## src/rtl/uart_rcvr.sv

```systemverilog
// uart_rcvr: oversampling UART receiver.
//
// Recovers frames of one start bit (0), `wordsize` data bits LSB first and one
// stop bit (1) from an idle-high serial line. The line is examined only on
// `enabler` strobes (oversample x bit rate). The start bit is revalidated on
// every strobe up to its centre, and each data bit is sampled at its centre.
// The completed byte is handed to the host with a ready flag, an overrun flag
// and, optionally, a framing-error flag.
//
// Optional feature macro: UART_RCV_STOP_CHECK_EN
//   defined   : error2 <= ~serial_in at the stop-bit sample (framing error).
//   undefined : stop bit not checked, error2 tied to 0.
//
// Ports:
//   clk                 in   system clock, rising edge
//   reset               in   asynchronous, active-low reset
//   enabler             in   single-clk sample strobe at oversample x bit rate
//   serial_in           in   serial line, idle high, synchronous to clk
//   read_done           in   host pulse: current byte consumed
//   rcv_datareg         out  last received byte
//   read_not_ready_out  out  byte valid and unread
//   error1              out  overrun: frame completed while previous byte unread
//   error2              out  framing error: stop bit sampled 0

module uart_rcvr #(
  parameter int unsigned wordsize   = 8,  // data bits per frame, 4..8
  parameter int unsigned oversample = 8   // strobes per bit time, power of two >= 4
) (
  input  logic                clk,
  input  logic                reset,
  input  logic                enabler,
  input  logic                serial_in,
  input  logic                read_done,
  output logic [wordsize-1:0] rcv_datareg,
  output logic                read_not_ready_out,
  output logic                error1,
  output logic                error2
);

  localparam int unsigned ScW = $clog2(oversample);

  // Strobe index of the start-bit centre, and of every later bit centre.
  localparam logic [ScW-1:0] HalfM1   = ScW'(oversample / 2 - 1);
  localparam logic [ScW-1:0] LastSmp  = ScW'(oversample - 1);
  localparam logic [3:0]     WordBits = 4'(wordsize);

  typedef enum logic [1:0] {
    StIdle,
    StStarting,
    StReceiving
  } state_e;

  state_e              state_q, state_d;
  logic [ScW-1:0]      sample_count_q, sample_count_d;
  logic [3:0]          bit_count_q, bit_count_d;
  logic [wordsize-1:0] rcv_shftreg_q, rcv_shftreg_d;
  logic [wordsize-1:0] rcv_datareg_q, rcv_datareg_d;
  logic                read_not_ready_q, read_not_ready_d;
  logic                error1_q, error1_d;
  logic                frame_end;

`ifdef UART_RCV_STOP_CHECK_EN
  logic                error2_q, error2_d;
`endif

  always_comb begin
    state_d          = state_q;
    sample_count_d   = sample_count_q;
    bit_count_d      = bit_count_q;
    rcv_shftreg_d    = rcv_shftreg_q;
    rcv_datareg_d    = rcv_datareg_q;
    read_not_ready_d = read_not_ready_q;
    error1_d         = error1_q;
    frame_end        = 1'b0;
`ifdef UART_RCV_STOP_CHECK_EN
    error2_d         = error2_q;
`endif

    if (enabler) begin
      unique case (state_q)
        StIdle: begin
          if (!serial_in) begin
            state_d        = StStarting;
            sample_count_d = '0;
          end
        end
        StStarting: begin
          // Any high sample before the start-bit centre is a glitch.
          if (serial_in) begin
            state_d        = StIdle;
            sample_count_d = '0;
          end else if (sample_count_q == HalfM1) begin
            state_d        = StReceiving;
            sample_count_d = '0;
            bit_count_d    = '0;
          end else begin
            sample_count_d = sample_count_q + 1'b1;
          end
        end
        StReceiving: begin
          if (sample_count_q == LastSmp) begin
            sample_count_d = '0;
            if (bit_count_q == WordBits) begin
              // Stop-bit sample: frame complete, idle resumes on this strobe.
              frame_end = 1'b1;
              state_d   = StIdle;
            end else begin
              rcv_shftreg_d = {serial_in, rcv_shftreg_q[wordsize-1:1]};
              bit_count_d   = bit_count_q + 1'b1;
            end
          end else begin
            sample_count_d = sample_count_q + 1'b1;
          end
        end
        default: state_d = StIdle;
      endcase
    end

    // Host read clears flags on any clk edge; a coincident frame end overrides.
    if (read_done) begin
      read_not_ready_d = 1'b0;
      error1_d         = 1'b0;
`ifdef UART_RCV_STOP_CHECK_EN
      error2_d         = 1'b0;
`endif
    end

    if (frame_end) begin
      if (!read_not_ready_q || read_done) begin
        rcv_datareg_d    = rcv_shftreg_q;
        read_not_ready_d = 1'b1;
      end else begin
        // Previous byte still unread: keep it, drop the new one.
        error1_d = 1'b1;
      end
`ifdef UART_RCV_STOP_CHECK_EN
      error2_d = ~serial_in;
`endif
    end
  end

  always_ff @(posedge clk or negedge reset) begin
    if (!reset) begin
      state_q          <= StIdle;
      sample_count_q   <= '0;
      bit_count_q      <= '0;
      rcv_shftreg_q    <= '0;
      rcv_datareg_q    <= '0;
      read_not_ready_q <= 1'b0;
      error1_q         <= 1'b0;
`ifdef UART_RCV_STOP_CHECK_EN
      error2_q         <= 1'b0;
`endif
    end else begin
      state_q          <= state_d;
      sample_count_q   <= sample_count_d;
      bit_count_q      <= bit_count_d;
      rcv_shftreg_q    <= rcv_shftreg_d;
      rcv_datareg_q    <= rcv_datareg_d;
      read_not_ready_q <= read_not_ready_d;
      error1_q         <= error1_d;
`ifdef UART_RCV_STOP_CHECK_EN
      error2_q         <= error2_d;
`endif
    end
  end

  assign rcv_datareg        = rcv_datareg_q;
  assign read_not_ready_out = read_not_ready_q;
  assign error1             = error1_q;
`ifdef UART_RCV_STOP_CHECK_EN
  assign error2             = error2_q;
`else
  assign error2             = 1'b0;
`endif

endmodule
```

## config.mk

```make
export PLATFORM = sky130hd
export DESIGN_NAME = uart_rcvr
export DESIGN_NICKNAME = d
export VERILOG_FILES = /design/src/rtl/uart_rcvr.sv
export SDC_FILE = /design/constraint.sdc
export NUM_CORES = 1
export LEC_CHECK = 0
export CAP_MARGIN = 20
export CORE_ASPECT_RATIO = 1.5
export CORE_MARGIN = 2
export CORE_UTILIZATION = 59
export CTS_CLUSTER_DIAMETER = 50
export DETAILED_ROUTE_END_ITERATION = 6
export PLACE_DENSITY = 0.83
export REMOVE_ABC_BUFFERS = 1
export SYNTH_ARGS = -nofsm -noshare
export SYNTH_HDL_FRONTEND = slang
export SYNTH_SLANG_ARGS = --single-unit
```

## constraint.sdc

```tcl
create_clock -name clk -period 3.71 [get_ports clk]
set_input_delay 0.5565 -clock clk [delete_from_list [all_inputs] [get_ports clk]]
set_output_delay 0.5565 -clock clk [all_outputs]
set_load 0.01 [all_outputs]
```

==> results of run 1 <==
## synth_stat cells
master,n,share of area [%]
a22o_1,1,0.63
o211ai_1,1,0.54
a31oi_1,1,0.45
inv_1,9,2.4
o31ai_1,1,0.54
nor2_1,2,0.54
and3b_1,1,0.63
a211oi_2,1,0.90
and2b_1,1,0.54
nor3_1,1,0.36
nand3_1,2,0.72
ha_1,11,9.9
a21oi_4,1,1.2
mux2_2,18,15
nand2_2,1,0.45
nand2b_1,1,0.45
nor4b_1,2,1.3
a21oi_1,1,0.36
nand2_1,6,1.6
o21ai_0,3,1.1
nand3b_1,2,1.1
buf_4,3,1.6
a21o_1,3,1.6
buf_2,1,0.36
o41ai_1,1,0.63
dfrtp_1,27,49
nor3b_1,1,0.54
conb_1,1,0.27
o21bai_4,1,1.4
nor2b_1,3,1.4
and3_1,3,1.4
a211o_1,3,1.9
## flip-flops by register name, summed over array words and instances, names as in the netlist
signal,flops
bit_count_q,4
rcv_datareg,8
sample_count_q,3
error1,1
rcv_shftreg_q,8
state_q,2
read_not_ready_out,1
## metrics by stage
step	cell area, um2	worst slack [ps]	util, %	std cells	total power [W]
6_report	1570	1300	70.1	152	0.000647
2_1_floorplan	1360	1650	-	110	0.000475
3_3_place_gp	1540	1370	68.8	148	0.000512
3_5_place_dp	1540	1310	68.8	148	0.000524
5_1_grt	1570	1130	70.1	152	0.000689
4_1_cts	1570	1300	70.1	152	0.000653
## final cells by class
class / instances / area share (%)
timing repair buffer: 15 / 9.42
inverter: 9 / 2.16
multi-input combinational: 74 / 41.5
clock inverter: 1 / 0.479
tap: 23 / 1.84
clock buffer: 3 / 1.44
sequential: 27 / 43.1
## power by group
part | leakage (nW) | internal [W] | switching [W]
logic | 0.400 | 0.0000769 | 0.0000946
registers | 0.373 | 0.000318 | 0.0000263
clock network | 0.0139 | 0.0000414 | 0.0000897
total | 0.787 | 0.000436 | 0.000211
## worst min path at each step
stage                             end  depth (start not counted)               from
floorplan              bit_count_q[0]                          0              reset
global route           rcv_datareg[2]                          1     rcv_datareg[2]
detailed placement  sample_count_q[1]                          2  sample_count_q[1]
CTS                 sample_count_q[1]                          2  sample_count_q[1]
finish              sample_count_q[1]                          2  sample_count_q[1]
global placement    sample_count_q[1]                          2  sample_count_q[1]
## cell families (layout without fill, tap and decap cells)
logic type | after synthesis | count (layout)
flip-flops | 27 | 27
adder cells (fa/ha/maj) | 11 | 11
AND/OR/NAND/NOR | 26 | 26
buffers and inverters | 13 | 28
multiplexers | 18 | 18
other | 1 | 1
AO/OA/AOI/OAI | 18 | 18
## layer usage
| metal | up-vias | global-route usage (%) |
|---|---|---|
| met1 | 450 | 20.3 |
| met5 | - | 0 |
| met2 | 31 | 34.0 |
| li1 | 425 | - |
| met4 | 0 | 9.09 |
| met3 | 5 | 1.72 |
## critical path, stage by stage (launching register included)
cell	delay, ps
dfrtp_1	440
inv_1	120
ha_1	480
and3_1	290
nor2b_1	570
mux2_2	410
==> flow_summary.ini, run 1 <==
[outcome]
status = complete, no violations

[routing]
routedWlPerCell_um = 14.4
first_pass_iters = 4
dr.max_layer_used = met4
via_count = 911
routed_wl_mm = 2.20
drc = 0
drt-met1-wl_um = 889
wl_met3_um = 87
initialDrtViolationCount = 8
ant_nets = 0
via_per_inst = 5.99
dr_wl_met2_mm = 1.16

[global_routing]
grt_max_degree = 28
antenna_found_initial = 0
grt_pass1_vias = 922
grt_overflow = 0
grt_pass1_wl_mm = 3.95
track_usage_pct = 18.6

[clocking]
cts_root_buf = clkbuf_4
cts.path.max_buffers = 2
cts_num_sinks = 27
cts_buffers = 3
cts_resized = 0
clkLatencyLatePin_ps = 340
h-tree-depth = 1
cts_tree = done
post_cts_buffers = 0
ctsHoldBuffers = 0
clkTransAtPathRegs_ps = 150

[logic_synthesis]
synth_compound_area_share_pct = 11.2
synthSimpleGateAreaFrac_pct = 10.9
synth_seq_cells = 27
syn_avg_cell_area_um2 = 12.2
synth-adder-area-share_pct = 9.92
yosys.cell_types.count = 32
muxShareOfSynthArea_pct = 14.6
synth_top_family_by_area = multiplexers
yosysSeqAreaShare_pct = 48.7
synth_area_um2 = 1390
yosysWarnings = 0
synthXorXnorAreaFrac_pct = 0
syn_inst = 114

[place]
finalWeightedCongestion = 0.760
place.detailed.hpwl_mm = 1.68
port_buffers = 14

[die]
rows = 21
start_util_pct = 62.1
die_y_um = 63.4
core_area_um2 = 2230
die_area_um2 = 2760
ios = 16
dieWidth_um = 43.6

[setup_path]
critPathLaunchType = flop
reg2reg_to = rcv_shftreg_q[2]
rr_startpoint = state_q[0]
endpoint_kind = flop
crit_path_start = state_q[0]
crit_type = reg -> reg
path_max_fanout = 14
worstPathRequired_ps = 3940
arrival_ps = 2650
r2r_slack_ps = 1300
cp-endpoint = rcv_shftreg_q[2]
rr_worst_depth = 5

[timing]
fin_setup_tns_ps = 0
setup_viol = 0
hold_viol_final = 0
clock_skew_ps = 7.64
period_needed_ps = 2410
slew_headroom_pct = 55.2
drv_slew = 0
worst_slew_pin_slew_ps = 671
clock.fmax_mhz = 414
grt_setup_unrepaired = false
whs_ps = 519
min_period_over_period_pct = 65.1

[final_layout]
diodes = 0
drive_above_1_share_pct = 20.9
syn_to_final_growth_pct = 12.9
layout_commonest_cell = dfrtp_1
multi_input_area_um2 = 651
layout_common_cells = dfrtp_1, mux2_2, clkdlybuf4s50_1
seq_area_um2 = 676
fin_nets = 146
nFillCells = 167

[power_and_ir_drop]
irDropWorstVdd_mv = 0.239
p_leak_nw = 0.787
powerDensity_nw_per_um2 = 413

[job]
drv_cap = 0

[min_path]
holdCritPathClass = reg -> reg
Note: power is estimated with default switching activity, not from simulation.
==> run 2, diff against run 1 <==
Settings changed: CORE_UTILIZATION 59 to 54, PLACE_DENSITY 0.83 to 0.77.
Clock period 3.71 ns to 2.25 ns, I/O delays scaled along.
==> run 2 against run 1 <==
  * Combinational power increased by 67%
  * Non-clock buffer count increased by 2
  * Critical endpoint is now state_q[1]
  * Die area increased by 8.5%
==> flow_summary.ini, run 2 (synthesized netlist as in run 1, its figures left out) <==
[routing]
routed_wl_mm = 2.23
routedWlPerCell_um = 14.4
initialDrtViolationCount = 14
drc = 0
first_pass_iters = 4
via_count = 878
ant_nets = 0
via_per_inst = 5.66

[final_layout]
drive_above_1_share_pct = 22.1
layout_commonest_cell = dfrtp_1
nFillCells = 200
diodes = 0
syn_to_final_growth_pct = 14.1
layout_common_cells = dfrtp_1, mux2_2, clkdlybuf4s50_1
final_cell_count_no_fill = 155
fin_nets = 148

[global_routing]
antenna_found_initial = 0
grt_max_degree = 28
grt_pass1_vias = 907
met3_usage_pct = 2.19
track_usage_pct = 17.9
grt_busiest_layer = met2
grtUsageMet2_pct = 30.5
grt_pass1_wl_mm = 4.00
grt_util_met1_pct = 22.0
grt_overflow = 0

[die]
ios = 16
die_area_um2 = 3000
core_area_um2 = 2450
dieWidth_um = 45.4
start_util_pct = 56.6
die_y_um = 66.1
rows = 22

[power_and_ir_drop]
powerDensity_nw_per_um2 = 673
combPwrFrac_pct = 27.0
p_leak_nw = 0.798
clkPwrFrac_pct = 19.8
netSwitchingFraction_pct = 32.0
power.switching_w = 0.000341
irDropWorstVdd_mv = 0.613
seqPwrFrac_pct = 53.3
internal_power_w = 0.000724

[timing]
grt_setup_unrepaired = false
setup_viol = 0
whs_ps = 358
clock_skew_ps = 4.01
period_needed_ps = 1930
drv_slew = 0
fin_setup_tns_ps = 0
clock.fmax_mhz = 518
hold_viol_final = 0
min_period_over_period_pct = 85.8

[clocking]
clkLatencyLatePin_ps = 320
cts_num_sinks = 27
cts_resized = 0
cts.path.max_buffers = 2
clkTransAtPathRegs_ps = 150
h-tree-depth = 1
cts_buffers = 3
ctsHoldBuffers = 0
post_cts_buffers = 0
cts_tree = done
cts_root_buf = clkbuf_4

[setup_path]
crit_type = reg -> reg
arrival_ps = 2160
critical_path.top_delay_family = simple AND/OR/NAND/NOR gates
path_buf_inv = 1
slowest_delay_ps = 460
path_max_fanout = 9
cp_slowest_cell = dfrtp_1
worstPathRequired_ps = 2480
endpoint_kind = flop
rr_worst_depth = 6
critPathLaunchType = flop
crit_path_cell_trace = inv_1 > ha_1 > and3b_1 > nand2_1 > a211oi_2 > mux2_2
cp.depth = 6

[min_path]
holdCritPathClass = in -> async

[job]
drv_cap = 0

[place]
port_buffers = 14
dp.cells = 151
place.detailed.hpwl_mm = 1.72
finalWeightedCongestion = 0.725

[outcome]
status = complete, no violations
[run 2: power by group through the flow]
stage                     registers (W)  clock network [W]  logic, W
after floorplan                0.000567                  0  0.000215
after detailed placement       0.000578                  0  0.000290
final                          0.000568           0.000211  0.000287
after global routing           0.000577           0.000234  0.000330
after global placement         0.000574                  0  0.000277
after CTS                      0.000568           0.000219  0.000289
[run 2: area by class of cell]
cell class	count	area [um2]	share of cell area [%]
inverter	9	33.8	2.13
clock buffer	3	22.5	1.42
multi-input combinational	74	651	41.1
tap	24	30.0	1.90
clock inverter	1	7.51	0.474
sequential	27	676	42.7
timing repair buffer	17	163	10.3
[run 2: routing by layer]
metal / share of wire, % / wire, um
met4: 1.0 / 23
met2: 53 / 1190
met3: 1.7 / 38
met1: 44 / 986
met5: 0 / 0
[run 2: worst reg2reg max path: cells and delay by family, from the launching register on]
kind / cells / cell delay [ps]
AO/OA/AOI/OAI: 1 / 300
adder cells (fa/ha/maj): 1 / 140
buffers and inverters: 1 / 80
flip-flops: 1 / 460
multiplexers: 1 / 370
AND/OR/NAND/NOR: 2 / 490
[run 2: worst paths after layout]
| kind | startpoint | endpoint | slack, ps |
|---|---|---|---|
| max in group asynchronous | reset | error1 | 1640 |
| hold reg to reg | sample_count_q[1] | sample_count_q[1] | 500 |
| min in group clk | sample_count_q[1] | sample_count_q[1] | 500 |
| setup / recovery | bit_count_q[0] | state_q[1] | 320 |
| hold / removal | reset | sample_count_q[1] | 360 |
| setup reg to reg | bit_count_q[0] | state_q[1] | 320 |
[run 2: stage by stage]
| stage | cell area (um2) | util, % | total power (W) | worst slack (ps) |
|---|---|---|---|---|
| floorplan | 1360 | - | 0.000782 | 186 |
| global placement | 1550 | 63.4 | 0.000851 | 277 |
| global route | 1580 | 64.6 | 0.00114 | 169 |
| finish | 1580 | 64.6 | 0.00107 | 320 |
| detailed placement | 1550 | 63.4 | 0.000868 | 255 |
| CTS | 1580 | 64.6 | 0.00108 | 321 |
